--- src/rtl/ex_writeback_unit_pkg.sv ---
// Shared opcode encodings, write-class and state types for the writeback stage.
// Opcode values stand in for the shared parameters.v encodings.
package ex_writeback_unit_pkg;

    localparam int unsigned OP_W = 5;

    localparam logic [OP_W-1:0] OP_ADD  = 5'd0;
    localparam logic [OP_W-1:0] OP_SUB  = 5'd1;
    localparam logic [OP_W-1:0] OP_NOT  = 5'd2;
    localparam logic [OP_W-1:0] OP_AND  = 5'd3;
    localparam logic [OP_W-1:0] OP_OR   = 5'd4;
    localparam logic [OP_W-1:0] OP_XOR  = 5'd5;
    localparam logic [OP_W-1:0] OP_INC  = 5'd6;
    localparam logic [OP_W-1:0] OP_RR   = 5'd7;
    localparam logic [OP_W-1:0] OP_RL   = 5'd8;
    localparam logic [OP_W-1:0] OP_SETB = 5'd9;
    localparam logic [OP_W-1:0] OP_CLRB = 5'd10;
    localparam logic [OP_W-1:0] OP_CPLB = 5'd11;
    localparam logic [OP_W-1:0] OP_MUL  = 5'd12;
    localparam logic [OP_W-1:0] OP_DIV  = 5'd13;
    localparam logic [OP_W-1:0] OP_CMP  = 5'd14;
    localparam logic [OP_W-1:0] OP_SETF = 5'd15;
    localparam logic [OP_W-1:0] OP_CLRF = 5'd16;
    localparam logic [OP_W-1:0] OP_CPLF = 5'd17;
    localparam logic [OP_W-1:0] OP_LBL  = 5'd18;
    localparam logic [OP_W-1:0] OP_LBH  = 5'd19;
    localparam logic [OP_W-1:0] OP_MOV  = 5'd20;

    typedef enum logic [1:0] {
        WB_NONE       = 2'd0,
        WB_SINGLE     = 2'd1,
        WB_DUAL       = 2'd2,
        WB_FLAGS_ONLY = 2'd3
    } wb_class_e;

    typedef enum logic {
        ST_PRIMARY   = 1'b0,
        ST_SECONDARY = 1'b1
    } wb_state_e;

endpackage

--- src/rtl/ex_writeback_unit_wb_class_decode.sv ---
// Combinational write-class decode: which ports (RF, flags) an ALU bundle retires into.
module ex_writeback_unit_wb_class_decode
    import ex_writeback_unit_pkg::*;
(
    input  logic            alu_en_out,
    input  logic [OP_W-1:0] opcode,
    output wb_class_e       wb_class,
    output logic            flag_wr
);

    always_comb begin
        wb_class = WB_NONE;
        flag_wr  = 1'b0;
        if (alu_en_out) begin
            case (opcode)
                OP_ADD, OP_SUB, OP_NOT, OP_AND, OP_OR, OP_XOR, OP_INC,
                OP_RR, OP_RL, OP_SETB, OP_CLRB, OP_CPLB: begin
                    wb_class = WB_SINGLE;
                    flag_wr  = 1'b1;
                end
                OP_MUL, OP_DIV: begin
                    wb_class = WB_DUAL;
                    flag_wr  = 1'b1;
                end
                OP_CMP, OP_SETF, OP_CLRF, OP_CPLF: begin
                    wb_class = WB_FLAGS_ONLY;
                    flag_wr  = 1'b1;
                end
                default: ;
            endcase
        end else begin
            case (opcode)
                OP_LBL, OP_LBH, OP_MOV: wb_class = WB_SINGLE;
                default: ;
            endcase
        end
    end

endmodule

--- src/rtl/ex_writeback_unit.sv ---
// Retires ALU bundles into the RF and flag register; MUL/DIV high halves are
// serialised as a second RF beat to rd+1.
module ex_writeback_unit
    import ex_writeback_unit_pkg::*;
#(
    parameter int unsigned DATA_W = 16,
    parameter int unsigned REG_AW = 3,
    parameter int unsigned CNT_W  = 16
) (
    input  logic              clk,
    input  logic              reset,
    input  logic              ex_valid,
    output logic              ex_ready,
    input  logic              alu_en_out,
    input  logic [OP_W-1:0]   opcode,
    input  logic [REG_AW-1:0] rd,
    input  logic [DATA_W-1:0] result_0,
    input  logic [DATA_W-1:0] result_1,
    input  logic [DATA_W-1:0] next_flags,
    output logic              rf_write_en,
    output logic [REG_AW-1:0] rf_write_addr,
    output logic [DATA_W-1:0] rf_write_data,
    output logic              flag_write_en,
    output logic [DATA_W-1:0] flags_out,
    output logic              fwd_valid,
    output logic [REG_AW-1:0] fwd_addr,
    output logic [DATA_W-1:0] fwd_data,
    output logic [CNT_W-1:0]  retired_count
);

    wb_state_e         r_state;
    logic              r_rf_we;
    logic [REG_AW-1:0] r_rf_addr;
    logic [DATA_W-1:0] r_rf_data;
    logic              r_flag_we;
    logic [DATA_W-1:0] r_flags;
    logic [REG_AW-1:0] r_hi_addr;
    logic [DATA_W-1:0] r_hi_data;
    logic [CNT_W-1:0]  r_count;

    wb_class_e w_class;
    logic      w_flag_wr;
    logic      w_accept;
    logic      w_rf_wr;

    ex_writeback_unit_wb_class_decode u_wb_class_decode (
        .alu_en_out (alu_en_out),
        .opcode     (opcode),
        .wb_class   (w_class),
        .flag_wr    (w_flag_wr)
    );

    assign ex_ready = reset && (r_state == ST_PRIMARY);
    assign w_accept = ex_valid && ex_ready;
    assign w_rf_wr  = (w_class == WB_SINGLE) || (w_class == WB_DUAL);

    always_ff @(posedge clk) begin
        if (!reset) begin
            r_state   <= ST_PRIMARY;
            r_rf_we   <= 1'b0;
            r_rf_addr <= '0;
            r_rf_data <= '0;
            r_flag_we <= 1'b0;
            r_flags   <= '0;
            r_hi_addr <= '0;
            r_hi_data <= '0;
            r_count   <= '0;
        end else begin
            case (r_state)
                ST_PRIMARY: begin
                    r_rf_we   <= w_accept && w_rf_wr;
                    r_flag_we <= w_accept && w_flag_wr;
                    if (w_accept) begin
                        if (w_rf_wr) begin
                            r_rf_addr <= rd;
                            r_rf_data <= result_0;
                        end
                        if (w_flag_wr) begin
                            r_flags <= next_flags;
                        end
                        if (w_class == WB_DUAL) begin
                            // High half retires next cycle; address wraps r7 -> r0.
                            r_hi_addr <= rd + REG_AW'(1);
                            r_hi_data <= result_1;
                            r_state   <= ST_SECONDARY;
                        end else begin
                            r_count <= r_count + CNT_W'(1);
                        end
                    end
                end
                ST_SECONDARY: begin
                    r_rf_we   <= 1'b1;
                    r_rf_addr <= r_hi_addr;
                    r_rf_data <= r_hi_data;
                    r_flag_we <= 1'b0;
                    r_count   <= r_count + CNT_W'(1);
                    r_state   <= ST_PRIMARY;
                end
                default: r_state <= ST_PRIMARY;
            endcase
        end
    end

    assign rf_write_en   = r_rf_we;
    assign rf_write_addr = r_rf_addr;
    assign rf_write_data = r_rf_data;
    assign flag_write_en = r_flag_we;
    assign flags_out     = r_flags;
    assign fwd_valid     = r_rf_we;
    assign fwd_addr      = r_rf_addr;
    assign fwd_data      = r_rf_data;
    assign retired_count = r_count;

endmodule

--- config.mk ---
export PLATFORM = sky130hd
export DESIGN_NAME = ex_writeback_unit
export DESIGN_NICKNAME = d
export VERILOG_FILES = /design/src/rtl/ex_writeback_unit_pkg.sv /design/src/rtl/ex_writeback_unit_wb_class_decode.sv /design/src/rtl/ex_writeback_unit.sv
export SDC_FILE = /design/constraint.sdc
export NUM_CORES = 1
export LEC_CHECK = 0
export ABC_AREA = 1
export CAP_MARGIN = 25
export CELL_PAD_IN_SITES_DETAIL_PLACEMENT = 0
export CELL_PAD_IN_SITES_GLOBAL_PLACEMENT = 2
export CORE_ASPECT_RATIO = 1.4
export CORE_UTILIZATION = 24
export DETAILED_ROUTE_END_ITERATION = 10
export PLACE_DENSITY_LB_ADDON = 0.1
export REMOVE_ABC_BUFFERS = 1
export SLEW_MARGIN = 5
export SYNTH_ARGS = -nofsm -noshare
export SYNTH_HDL_FRONTEND = slang
export SYNTH_SLANG_ARGS = --single-unit
--- constraint.sdc ---
create_clock -name clk -period 3.29 [get_ports clk]
set_input_delay 0.329 -clock clk [delete_from_list [all_inputs] [get_ports clk]]
set_output_delay 0.329 -clock clk [all_outputs]
set_load 0.02 [all_outputs]
======== Yosys cells after proc, flatten, opt, wreduce, memory -nomap -nowiden ========
Cells that the tools add are included.
storage, ports and cells
  register bits after elaboration ......... 73
  bits of input ports ..................... 60
  output and inout bits ................... 74
  logic and storage cells ................. 71
operators by class
  add/subtract/negate cells ............... 2
  eq/ne operators ......................... 25
  muxes and demuxes ....................... 19
  bitwise operators ....................... 1
  reductions and logical operators ........ 15
operators by type and width
  cell                   count
  $mux 16                4
  $pmux 16 s2            2
  $eq 5x4->1 const B     8
  $eq 5x5->1 const B     5
  $eq 5x3->1 const B     4
  $reduce_or 18->1       1
  $add 16x1->16 const B  1
  $reduce_or 12->1       1
  $eq 5x2->1 const B     2
  $mux 3                 2
  $ne 2x2->1 const B     3
  $pmux 1 s2             3
  $pmux 2 s3             1
  $pmux 3 s2             1
  $reduce_and 3->1       2
  $eq 5x1->1 const B     1
  $logic_not 5->1        1
  $mux 1                 5
  $logic_and 1x1->1      4
  $reduce_and 2->1       2
  $reduce_or 4->1        1
  $add 3x1->3 const B    1
  $reduce_or 3->1        1
  $eq 2x1->1 const B     1
  5 further kinds        5

======== Logic depth before layout (Yosys ltp) ========
  depth in word-level cells ............... 9
  gate-level depth with buffers ........... 14
  depth with buffers taken out ............ 14

======== Modules after synthesis ========
From an unflattened synthesis, not the netlist that was laid out.
unflattened totals
  cells, all modules ...................... 468
  area total of the unflattened synthesis .. 3270.6 µm²
by module, submodules not included
  module                             instances  cells an instance  area an instance (µm²)  seq. area each (µm²)
  ex_writeback_unit                  1          447                3179.3                  1461.4
  ex_writeback_unit_wb_class_decode  1          21                 91.3                    0.0

======== Worst setup path after synthesis ========
OpenSTA, ideal clock, no wires.
  kind .................................... input -> register
  from .................................... input opcode[3]
  to ...................................... register r_rf_addr[1], in the netlist fwd_addr[1]
  setup time .............................. 0.116 ns
  data arrival time ....................... 1.833 ns
  data required time ...................... 3.174 ns
  setup slack ............................. 1.341 ns
  stages on the path ...................... 10
  path buffers ............................ 1
  cell sequence ........................... nor2_1 -> nand3_1 -> a21oi_1 -> a21boi_0 -> ha_1 -> o21ai_2 -> clkinv_1 -> buf_2 -> nor2_1 -> nor2_1
between the ends
  longest elaborated chain between the ends .. 8
  elaborated cells between the ends (all ways) .. 33
  classes of those cells .................. eq/ne (23); mux (3); reduce/logical (7)
RTL lines
  what                                            RTL line                                                                          source
  from (decl)                                     ex_writeback_unit.sv:15                                                           input logic [OP_W-1:0] opcode,
  $eq 5x1->1, or another cell as far along        ex_writeback_unit_wb_class_decode.sv:15                                           case (opcode)
  $reduce_or 12->1, or another cell as far along  ex_writeback_unit_wb_class_decode.sv:15
  $pmux 2 s3 or $mux 1 (tied branches)            ex_writeback_unit_wb_class_decode.sv:15, ex_writeback_unit_wb_class_decode.sv:32
  $mux 2 (*)                                      ex_writeback_unit_wb_class_decode.sv:14                                           if (alu_en_out) begin
  $eq 2x1->1 or $eq 2x2->1 (tied branches)        ex_writeback_unit.sv:55                                                           assign w_rf_wr = (w_class == WB_SINGLE) || (w_class == WB_DUAL);
  $logic_or 1x1->1 (*)                            ex_writeback_unit.sv:55
  $ne 2x2->1 (no line) (*)                        n/a
  $reduce_and 2->1 (no line) (*)                  n/a
  to (signal assigned)                            ex_writeback_unit.sv:75                                                           r_rf_addr <= rd;
  to (signal assigned)                            ex_writeback_unit.sv:93                                                           r_rf_addr <= r_hi_addr;
  to (decl)                                       ex_writeback_unit.sv:33                                                           logic [REG_AW-1:0] r_rf_addr;
Every way passes the cells marked *; elsewhere a longest branch is shown, timed or not.
A chain may end at the register's enable or synchronous reset.

======== Worst setup path in the final report ========
  from .................................... input opcode[3]
  to ...................................... register r_hi_addr[0]
between the ends
  longest elaborated chain between the ends .. 6
  elaborated cells between the ends (all ways) .. 30
  classes of those cells .................. eq/ne (21); mux (3); reduce/logical (6)
RTL lines
  what                                            RTL line                                                                          source
  $eq 5x1->1, or another cell as far along        ex_writeback_unit_wb_class_decode.sv:15
  $reduce_or 12->1, or another cell as far along  ex_writeback_unit_wb_class_decode.sv:15
  $pmux 2 s3 or $mux 1 (tied branches)            ex_writeback_unit_wb_class_decode.sv:15, ex_writeback_unit_wb_class_decode.sv:32
  $mux 2 (*)                                      ex_writeback_unit_wb_class_decode.sv:14
  $eq 2x2->1 (*)                                  ex_writeback_unit.sv:81                                                           if (w_class == WB_DUAL) begin
  $reduce_and 3->1 (no line) (*)                  n/a
  to (signal assigned)                            ex_writeback_unit.sv:83                                                           r_hi_addr <= rd + REG_AW'(1);
  to (decl)                                       ex_writeback_unit.sv:37                                                           logic [REG_AW-1:0] r_hi_addr;
Marks and branches as above.

==> out/qor.txt <==
GRT
--------------------------------------------------------------------------------------------------
Pin count of the biggest net entering global routing ................................           42
GRT overflow ........................................................................            0
Number of global-route vias before repair ...........................................         3158
Overall global routing resource usage ...............................................       14.08%
Initial antenna violation count .....................................................            0
Global-route wire length before repair ..............................................     15610 um

FLOORPLAN
--------------------------------------------------------------------------------------------------
DIE AREA ............................................................................  0.01446 mm2
Initial core utilization ............................................................       24.82%
Die width ...........................................................................     101.9 um
Count of boundary I/O pins ..........................................................          134
Rows ................................................................................           50
Core ar. ............................................................................  0.01351 mm2
Die extent in y .....................................................................     141.9 um

STA
--------------------------------------------------------------------------------------------------
Final-report max-slew violation count ...............................................            0
Maximum clock frequency .............................................................    427.3 MHz
Transition time of the tightest slew-check pin ......................................    0.6395 ns
Clock period minus worst slack ......................................................     2.340 ns
Setup TNS ...........................................................................         0 ns
Final Hold Viols ....................................................................            0
Setup repair after global routing missed its margin .................................           no
Tcrit/Tclk final ....................................................................       71.13%
Worst hold slack ....................................................................    0.4478 ns
Max Clock Skew ......................................................................  0.004762 ns
Final setup viols ...................................................................            0
Worst-case headroom to the max-slew limit ...........................................       57.36%

FINISH
--------------------------------------------------------------------------------------------------
Post-Route Utilization ..............................................................       36.67%
Final Non-Filler Cells ..............................................................          788
Leading cell type in the layout, fill and taps excluded ............................. clkdlybuf4s50_1
Antenna fix cells ...................................................................            0
Number of nets in the layout ........................................................          664
Fraction of final layout cells with drive strength greater than 1 ...................       4.950%
Commonest cells after routing, fill and taps aside .................................. clkdlybuf4s50_1 (132), nor2_1 (101), nand2_1 (94)
Relative area change from synthesis to final layout .................................       47.71%

JOB
--------------------------------------------------------------------------------------------------
Maximum Capacitance Violations ......................................................            0

SYNTH
--------------------------------------------------------------------------------------------------
Count of cell types in the netlist ..................................................           25
Total of flip-flops plus latches after synthesis ....................................           73
EDFF count, synth ...................................................................            0
Top flip-flop cell by instance count after synthesis ................................      dfxtp_1
Area fraction of the dominant cell type after synthesis .............................       43.57%
Synth async-reset ratio .............................................................           0%
Warnings from Yosys .................................................................            0
Portion of the post-synthesis area used by sequential elements ......................       43.57%
Biggest area consumer among synthesized cells .......................................      dfxtp_1
Synth Cell Area ..................................................................... 0.003354 mm2
Mapped Avg Cell Area ................................................................    6.777 um2
Post-synthesis instance total .......................................................          495
Most area-consuming cells after synthesis ........................................... dfxtp_1 (44%), nor2_1 (11%), nand2_1 (11%), o21ai_0 (9.0%), inv_1 (6.7%)

CLOCKING
--------------------------------------------------------------------------------------------------
Insertion delay to the later sink of the worst-skew pair ............................      0.34 ns
TritonCTS buffer count ..............................................................            9
Number of buffers inserted to repair setup after CTS ................................            0
Post_cts resized ....................................................................            0
Quantity of hold-fixing buffers added after cts .....................................            0
Clock transition time at the flip-flop clock pins of the worst setup and hold paths .      0.06 ns
CTS tree ............................................................................        built
Clock root buffer ...................................................................    clkbuf_16
Number of clock sinks ...............................................................           73
Maximum buffer depth of the clock tree ..............................................            2
H-tree depth ........................................................................            3

WORST SETUP PATH
--------------------------------------------------------------------------------------------------
Largest stage delay, worst path .....................................................      0.45 ns
Crit Path Max Fanout ................................................................           35
Ordered list of cells on the worst path ............................................. clkdlybuf4s50_1 -> nor2_1 -> nand3_1 -> a21oi_1 -> a21boi_0 -> ha_1 -> nand2_2 -> inv_1 -> o21ai_0 -> a21oi_1
Startpoint-to-endpoint class of the critical path ...................................    in -> reg
Required @ worst endpoint ...........................................................      3.56 ns
Worst R2R Setup Slack ...............................................................      1.14 ns
Critical Path Start Type ............................................................    input pin
Arrival time worst endpoint .........................................................      2.61 ns
Slowest cell on crit path ........................................................... clkdlybuf4s50_1
Dominant cell type by count on the critical path ....................................      a21oi_1
Crit path buffers/inverters .........................................................            2
Element type at the critical path end ...............................................         flop
Kind of cell adding the most delay to the critical path ............................. buffers and inverters

PLACED DESIGN
--------------------------------------------------------------------------------------------------
# port buffers ......................................................................          133
Inst Count DP .......................................................................          772
Estimated wirelength of the detail-placed design ....................................      6440 um
Placer Congestion ...................................................................       0.6602

DETAILED ROUTING
--------------------------------------------------------------------------------------------------
DRC Markers .........................................................................            0
Routed length per placed instance ...................................................     12.10 um
Detailed-route wire length ..........................................................      9534 um
Antenna violation net count after detailed routing ..................................            0
Vias per cell .......................................................................        4.107
Via count ...........................................................................         3236
Iteration-0 DRC Markers .............................................................           56
DRT Pass-1 Iters ....................................................................            4

POWER AND IR DROP
--------------------------------------------------------------------------------------------------
PwrDens ............................................................................. 433.7 mW/mm2
Pwr Total ...........................................................................     2.149 mW
Worst-case vdd ir drop ..............................................................    0.1737 mV
Leakage Power .......................................................................     2.072 nW

MIN PATH
--------------------------------------------------------------------------------------------------
Class of the tightest hold or removal check .........................................   reg -> reg

OUTCOME
--------------------------------------------------------------------------------------------------
Result of the run ................................................................... complete, no violations

-- layer usage --
layer	vias up	part of all wire (%)	GRT usage (%)
li1	1729	-	-
met1	1396	46	16.96
met2	100	46	23.40
met3	11	6.6	3.645
met4	0	1.7	6.090
met5	-	0	0
-- sequential cells by signal, indices dropped and copies added, names as in the netlist --
name,cells
flags_out,16
flag_write_en,1
fwd_addr,3
retired_count,16
fwd_valid,1
fwd_data,16
r_state,1
r_hi_addr,3
r_hi_data,16
-- worst paths after layout --
path | cells past startpoint | to | startpoint
max | 10 | r_hi_addr[0]$_SDFFE_PN0P_ | opcode[3]
min | 2 | r_hi_data[14]$_SDFFE_PN0P_ | r_hi_data[14]$_SDFFE_PN0P_
max reg2reg | 7 | r_hi_addr[0]$_SDFFE_PN0P_ | r_state$_SDFF_PN0_
min reg2reg | 2 | r_hi_data[14]$_SDFFE_PN0P_ | r_hi_data[14]$_SDFFE_PN0P_
-- cell type report --
| class | instances | area [um2] |
|---|---|---|
| fillers | 1486 | 8558 |
| flip-flops and latches | 73 | 1461 |
| clock buffers | 9 | 225.2 |
| repair buffers | 137 | 1356 |
| multi-input cells | 317 | 1401 |
| inverters | 63 | 236.5 |
| well taps | 182 | 227.7 |
| clock inverters | 7 | 46.29 |
-- synthesized netlist by cell type, types with 2 or more instances --
cell      number
nand2_1       94
inv_2          2
clkbuf_1       9
nand4_1        3
buf_1          5
buf_2          6
nand3_2        2
dfxtp_1       73
o21ai_0       60
inv_1         60
a21oi_1       27
buf_4         20
ha_1           3
nor3_1         6
nor2_1       101
nand2_2        3
buf_6          2
nand3_1       12
-- through the flow --
step / setup WS [ns] / instance area (um2)
final: 0.9500 / 4955
after global routing: 0.5462 / 4955
after CTS: 0.9607 / 4955
after global placement: 0.6725 / 4683
after floorplan: 0.9681 / 3099
after detailed placement: 0.6059 / 4683
-- worst min-delay path, cell delays in order, from the launching register on --
cell and delay (ns):
dfxtp_1 0.29, inv_1 0.05, a21oi_1 0.05
-- where the power goes --
part	total [mW]	switching (mW)	internal, mW
Clock	0.907	0.398	0.509
Combinational	0.310	0.151	0.159
Sequential	0.932	0.0194	0.913
Total	2.15	0.569	1.58
-- kinds of logic after synthesis --
group           Yosys count  synth area share [%]
fa+ha+maj                 3                 1.119
buf+inv                 105                 14.66
simple gates            223                 26.78
flops                    73                 43.57
compound gates           90                 13.61
xor+xnor                  1                0.2611
Power figures use the tool's default switching activity.
